==> src/rtl/systolic_pkg.sv <==
// rtl/systolic_pkg.sv - shared types and constants for the 2x2 systolic operand feeder
package systolic_pkg;

    localparam int DATA_W_DEFAULT = 32;
    localparam int N              = 2;
    localparam int FEED_CYCLES    = 3;
    localparam int DRAIN_CYCLES   = 2;
    localparam int NUM_OPS        = 2 * N * N;

    localparam logic [1:0] FEED_LAST  = 2'(FEED_CYCLES - 1);
    localparam logic [1:0] DRAIN_LAST = 2'(DRAIN_CYCLES - 1);

    // Slot order inside an operand set: A row-major, then B row-major
    localparam int OP_A00 = 0;
    localparam int OP_A01 = 1;
    localparam int OP_A10 = 2;
    localparam int OP_A11 = 3;
    localparam int OP_B00 = 4;
    localparam int OP_B01 = 5;
    localparam int OP_B10 = 6;
    localparam int OP_B11 = 7;

    typedef enum logic [2:0] {
        ST_IDLE,
        ST_CLEAR,
        ST_FEED,
        ST_DRAIN,
        ST_DONE
    } feeder_state_t;

endpackage

==> src/rtl/systolic_operand_buf.sv <==
// rtl/systolic_operand_buf.sv - eight-operand register set with load and synchronous clear
module systolic_operand_buf
    import systolic_pkg::*;
#(
    parameter int W = DATA_W_DEFAULT
) (
    input  logic                      clk,
    input  logic                      rst,
    input  logic                      load,
    input  logic                      clear,
    input  logic [NUM_OPS-1:0][W-1:0] d,
    output logic [NUM_OPS-1:0][W-1:0] q
);

    always_ff @(posedge clk or negedge rst) begin
        if (!rst) begin
            q <= '0;
        end else if (clear) begin
            q <= '0;
        end else if (load) begin
            q <= d;
        end
    end

endmodule

==> src/rtl/systolic_feeder_2x2.sv <==
// rtl/systolic_feeder_2x2.sv - skewed A/B edge feeder for a 2x2 systolic array
// FEEDER_DOUBLE_BUF_EN adds a shadow operand set so back-to-back jobs overlap.
module systolic_feeder_2x2
    import systolic_pkg::*;
#(
    parameter int DATA_W = DATA_W_DEFAULT
) (
    input  logic              clk,
    input  logic              rst,
    input  logic              in_valid,
    output logic              in_ready,
    input  logic [DATA_W-1:0] a00,
    input  logic [DATA_W-1:0] a01,
    input  logic [DATA_W-1:0] a10,
    input  logic [DATA_W-1:0] a11,
    input  logic [DATA_W-1:0] b00,
    input  logic [DATA_W-1:0] b01,
    input  logic [DATA_W-1:0] b10,
    input  logic [DATA_W-1:0] b11,
    output logic [DATA_W-1:0] a_row0,
    output logic [DATA_W-1:0] a_row1,
    output logic [DATA_W-1:0] b_col0,
    output logic [DATA_W-1:0] b_col1,
    output logic              feed_valid,
    output logic              clear_acc,
    output logic              done
);

    feeder_state_t state, state_nxt;
    logic [1:0] k, k_nxt;

    logic [NUM_OPS-1:0][DATA_W-1:0] ops_in, act_d, act_q;
    logic accept, start, act_clear;
    logic [DATA_W-1:0] row0_nxt, row1_nxt, col0_nxt, col1_nxt;

    assign ops_in = {b11, b10, b01, b00, a11, a10, a01, a00};
    assign accept = in_valid && in_ready;

`ifdef FEEDER_DOUBLE_BUF_EN
    logic shd_full, to_shadow, shd_clear;
    logic [NUM_OPS-1:0][DATA_W-1:0] shd_q;

    // Anything accepted outside IDLE waits in the shadow until the active job ends
    assign in_ready  = !shd_full;
    assign to_shadow = accept && (state != ST_IDLE);
    assign start     = ((state == ST_IDLE) && (shd_full || accept)) ||
                       ((state == ST_DONE) && shd_full);
    assign act_d     = shd_full ? shd_q : ops_in;
    assign shd_clear = start && shd_full && !to_shadow;

    always_ff @(posedge clk or negedge rst) begin
        if (!rst) begin
            shd_full <= 1'b0;
        end else begin
            shd_full <= to_shadow || (shd_full && !start);
        end
    end

    systolic_operand_buf #(.W(DATA_W)) u_shadow (
        .clk   (clk),
        .rst   (rst),
        .load  (to_shadow),
        .clear (shd_clear),
        .d     (ops_in),
        .q     (shd_q)
    );
`else
    logic ready_q;

    assign in_ready = ready_q;
    assign start    = accept;
    assign act_d    = ops_in;

    always_ff @(posedge clk or negedge rst) begin
        if (!rst) begin
            ready_q <= 1'b1;
        end else begin
            ready_q <= (state_nxt == ST_IDLE);
        end
    end
`endif

    assign act_clear = (state == ST_DONE) && !start;

    systolic_operand_buf #(.W(DATA_W)) u_active (
        .clk   (clk),
        .rst   (rst),
        .load  (start),
        .clear (act_clear),
        .d     (act_d),
        .q     (act_q)
    );

    always_ff @(posedge clk or negedge rst) begin
        if (!rst) begin
            state <= ST_IDLE;
            k     <= '0;
        end else begin
            state <= state_nxt;
            k     <= k_nxt;
        end
    end

    always_comb begin
        state_nxt = state;
        k_nxt     = k;
        row0_nxt  = '0;
        row1_nxt  = '0;
        col0_nxt  = '0;
        col1_nxt  = '0;
        case (state)
            ST_IDLE:  if (start) state_nxt = ST_CLEAR;
            ST_CLEAR: begin
                state_nxt = ST_FEED;
                k_nxt     = '0;
            end
            ST_FEED: begin
                if (k == FEED_LAST) begin
                    state_nxt = ST_DRAIN;
                    k_nxt     = '0;
                end else begin
                    k_nxt = k + 2'd1;
                end
            end
            ST_DRAIN: begin
                if (k == DRAIN_LAST) begin
                    state_nxt = ST_DONE;
                    k_nxt     = '0;
                end else begin
                    k_nxt = k + 2'd1;
                end
            end
            ST_DONE:  state_nxt = start ? ST_CLEAR : ST_IDLE;
            default:  state_nxt = ST_IDLE;
        endcase
        // Lanes are precomputed for the upcoming cycle so every output is a flop
        if (state_nxt == ST_FEED) begin
            case (k_nxt)
                2'd0: begin
                    row0_nxt = act_q[OP_A00];
                    col0_nxt = act_q[OP_B00];
                end
                2'd1: begin
                    row0_nxt = act_q[OP_A01];
                    row1_nxt = act_q[OP_A10];
                    col0_nxt = act_q[OP_B10];
                    col1_nxt = act_q[OP_B01];
                end
                2'd2: begin
                    row1_nxt = act_q[OP_A11];
                    col1_nxt = act_q[OP_B11];
                end
                default: ;
            endcase
        end
    end

    always_ff @(posedge clk or negedge rst) begin
        if (!rst) begin
            a_row0     <= '0;
            a_row1     <= '0;
            b_col0     <= '0;
            b_col1     <= '0;
            feed_valid <= 1'b0;
            clear_acc  <= 1'b0;
            done       <= 1'b0;
        end else begin
            a_row0     <= row0_nxt;
            a_row1     <= row1_nxt;
            b_col0     <= col0_nxt;
            b_col1     <= col1_nxt;
            feed_valid <= (state_nxt == ST_FEED);
            clear_acc  <= (state_nxt == ST_CLEAR);
            done       <= (state_nxt == ST_DONE);
        end
    end

endmodule

==> config.mk <==
export PLATFORM = sky130hd
export DESIGN_NAME = systolic_feeder_2x2
export DESIGN_NICKNAME = d
export VERILOG_FILES = /design/src/rtl/systolic_pkg.sv /design/src/rtl/systolic_operand_buf.sv /design/src/rtl/systolic_feeder_2x2.sv
export SDC_FILE = /design/constraint.sdc
export NUM_CORES = 1
export LEC_CHECK = 0
export ABC_AREA = 1
export BUFFER_PORTS_ARGS = -buffer_cell sky130_fd_sc_hd__buf_2
export CORE_MARGIN = 2
export CORE_UTILIZATION = 41
export DETAILED_ROUTE_END_ITERATION = 16
export PLACE_DENSITY = 0.66
export SLEW_MARGIN = 40
export SYNTH_ARGS = -nofsm -noshare
export SYNTH_HDL_FRONTEND = slang
export SYNTH_SLANG_ARGS = --single-unit
export TNS_END_PERCENT = 10
==> constraint.sdc <==
create_clock -name clk -period 2 [get_ports clk]
set_clock_uncertainty 0.1 [all_clocks]
set_input_delay 0.4 -clock clk [delete_from_list [all_inputs] [get_ports clk]]
set_output_delay 0.4 -clock clk [all_outputs]
set_load 0.05 [all_outputs]
==> implementation parameters <==
Parameter                              Value

Status
  Run status    finished with violations
  Violated checks    setup timing

Worst setup path
  Cell depth of the worst flop-to-flop path    5
  Arrival time reported for the critical path endpoint    2.30 ns
  Critical path class    reg2reg
  Type of element launching the critical path    flip-flop
  Kind of end point of the critical path    flip-flop
  Required time reported for the critical path endpoint    approximately 2.3 ns
  Maximum net fanout on the critical path    96

Cells and area
  Combined flip-flop and latch cell area    between 9000 and 10000 um^2
  Final design utilization    0.597
  Final layout net count    2576
  Total of fill cells in the finished design    3109
  Leading cell type in the layout, fill and taps excluded    sky130_fd_sc_hd__dfrtp_1
  Fraction of final layout cells with drive strength greater than 1    0.244
  Leading cell types in the layout, fill and taps excluded    388 x sky130_fd_sc_hd__dfrtp_1, 387 x sky130_fd_sc_hd__buf_2, 327 x sky130_fd_sc_hd__inv_1, 260 x sky130_fd_sc_hd__nand3_1, 244 x sky130_fd_sc_hd__o21ai_0
  Synth-to-layout area growth    43.7%
  Final Non-Filler Cells    roughly 2900
  Area of the multi-input gates    between 4000 and 5000 um^2

CTS
  Clock transition at the register clock pins on the worst setup and hold paths after CTS    approximately 0.060 ns
  Clock tree root driver cell    sky130_fd_sc_hd__clkbuf_16
  TritonCTS Sinks    393
  Clock latency reported for the late side of the worst-skew pair    between 0.5 and 0.6 ns
  CTS tree    done
  Buffers from clock root to sink, at most    3
  Cts bufs inserted    42
  Count of H-tree levels built during CTS    2

Pwr
  Power density over cell area    ~1800 nW/um^2
  Max VDD drop    0.00114 V
  P_leak    about 11 nW

STA
  Worst relative slew slack    0.611
  RSZ-0062 raised after global routing    yes
  Fin. max-slew vios    0
  Highest clock frequency the design can meet    about 0.5 GHz
  Final number of hold-violating endpoints    0
  Finish-stage setup viols    1
  Sum of negative setup slack    -0.00727 ns
  Final period demand of the worst path    2.01 ns
  Worst setup margin    -0.00727 ns
  Final cycle utilization of the critical path    1.00
  Post-Route Hold Slack    around 0.018 ns
  Slew of the pin with the lowest slew margin    roughly 0.58 ns

Synth
  Post-synth net total    1987
  Flop and latch count out of synthesis    393
  Synthesized cell area    ~16000 um^2
  Cell taking the most area after synthesis    sky130_fd_sc_hd__dfrtp_1
  Post-synthesis average cell area    a little over 9 um^2
  Area share of the leading cell type in the synthesized netlist    0.613
  Compound-Gate Fraction of Synth Area    0.132
  Simple-Gate Fraction of Synth Area    0.133
  Post-synthesis instance total    1725
  Combinational family with the most area after synthesis    simple AND/OR/NAND/NOR gates
  Multiplexer area fraction after synthesis    0
  Leading post-synthesis cells by cell area    sky130_fd_sc_hd__dfrtp_1 61%, sky130_fd_sc_hd__nand3_1 8.2%, sky130_fd_sc_hd__o21ai_0 7.9%, sky130_fd_sc_hd__inv_1 7.8%, sky130_fd_sc_hd__o22ai_1 5.0%
  Sequential cell area fraction in the yosys report    0.615
  Post-synthesis adder-cell area fraction    0.00235
  Synth cell types    21
  Xor-xnor portion of the synthesized cell area    0
  Warning count from the yosys run    0

GRT
  Largest net degree at the start of global routing    ~120
  Initial antenna violation count    4
  Overall global routing resource usage    0.251
  Global-route wire length before repair    roughly 80000 um
  Leftover overflow at the end of global routing    0
  Number of global-route vias before repair    ~15000

Drt
  Overall routed net length    52200 um
  1st-iter DRT viols    between 1000 and 1500
  DRC violation count after routing    0
  Antenna-violating nets left    0
  Iteration count of the initial detailed-routing pass    7
  Routed vias    roughly 15000
  Number of vias per cell    5.16
  Average wire length per cell after detail routing    approximately 18 um

Die
  Floorplan row count    72
  Core ar.    between 30000 and 40000 um^2
  Effective utilization at floorplan    0.415
  Total Die Area    ~40000 um^2
  Die Span Y    just over 200 um
  I/O pin count    slightly below 400
  Die extent in x    roughly 200 um

Place
  PortBufs    a little under 400
  Placed Instances    ~2600
  Total half-perimeter wirelength after legalization and detailed placement    between 30000 and 40000 um
  Worst slack at placement    -0.0296 ns
  Weighted congestion reported at the end of routability-driven placement    between 0.8 and 0.9

Flow run
  Count of max-cap constraint violations    0

Hold path
  Hold crit path type    in2reg
  Worst Hold Depth    3
-- power by group --
group / total, mW / switching (mW) / internal, mW
sequential: 12.1 / 0.961 / 11.2
combinational: 20.2 / 13.2 / 6.97
clock: 7.98 / 3.15 / 4.83
-- state kept, by name (all words and copies together), names as in the netlist --
| register | cells |
|---|---|
| clear_acc | 1 |
| state | 3 |
| a_row1 | 32 |
| b_col0 | 32 |
| done | 1 |
| a_row0 | 32 |
| b_col1 | 32 |
| feed_valid | 1 |
| k | 2 |
| in_ready | 1 |
| u_active.q | 256 |
-- final timing paths --
kind                                                  start                     endpoint  slack [ns]
worst max register to register           in_ready$_DFF_PN1_   u_active.q[16]$_DFFE_PN0P_      -0.007
min in group asynchronous                               rst   u_active.q[10]$_DFFE_PN0P_        0.31
worst min register to register  u_active.q[252]$_DFFE_PN0P_  u_active.q[252]$_DFFE_PN0P_        0.43
worst max-delay path                     in_ready$_DFF_PN1_   u_active.q[16]$_DFFE_PN0P_      -0.007
max in group asynchronous                               rst          b_col0[5]$_DFF_PN0_        0.76
worst min-delay path                                 b00[4]  u_active.q[132]$_DFFE_PN0P_        0.02
-- what timing repair did --
action / CTS / global route
hold buffers: 219 / 0
pin swaps: 1 / 5
setup buffers: 3 / 1
endpoints found under the hold margin: 251 / 0
gates resized for setup: 16 / 65
gates cloned: 4 / 6
endpoints found under the setup margin: 74 / 193
-- synthesized netlist by cell type (all sizes together) --
library cell    n
dfrtp         392
inv           333
nand3         261
o21ai         256
nor2          138
o22ai         129
nand2          74
clkbuf         70
buf            63
ha              3
a21oi           2
nand4           2
a21o            1
dfstp           1
-- logic make-up after synthesis --
group           count (synthesis)
simple gates                  475
flops                         393
buf+inv                       466
fa+ha+maj                       3
compound gates                388
-- cell type report --
class	instances	share of cell area
Clock buffer	66	0.0563
Clock inverter	11	0.00582
Tap cell	518	0.0282
Timing Repair Buffer	678	0.230
Inverter	333	0.0552
Antenna cell	4	0.000435
Sequential cell	393	0.428
Multi-Input combinational cell	866	0.196
-- critical path, stage by stage (launching register included) --
cell and delay, ns:
sky130_fd_sc_hd__dfstp_4 0.64, sky130_fd_sc_hd__buf_4 0.18, sky130_fd_sc_hd__nand2_1 0.10, sky130_fd_sc_hd__nand2_4 0.23
sky130_fd_sc_hd__buf_16 0.33, sky130_fd_sc_hd__o21ai_0 0.21
-- routing by layer --
layer	global-route usage	part of all wire	vias to the layer above
met1	0.330	0.41	7255
li1	-	-	6747
met2	0.409	0.49	645
met5	0	0	-
met3	0.0384	0.060	150
met4	0.122	0.041	0
-- metrics by stage --
stage	power [mW]	instance area (um^2)
after floorplan	23.7	16000
after global placement	28.9	18800
after detailed placement	29.3	18800
after CTS	38.8	22600
after global routing	42.8	23000
final	40.3	23000
Power figures use the tool's default switching activity.
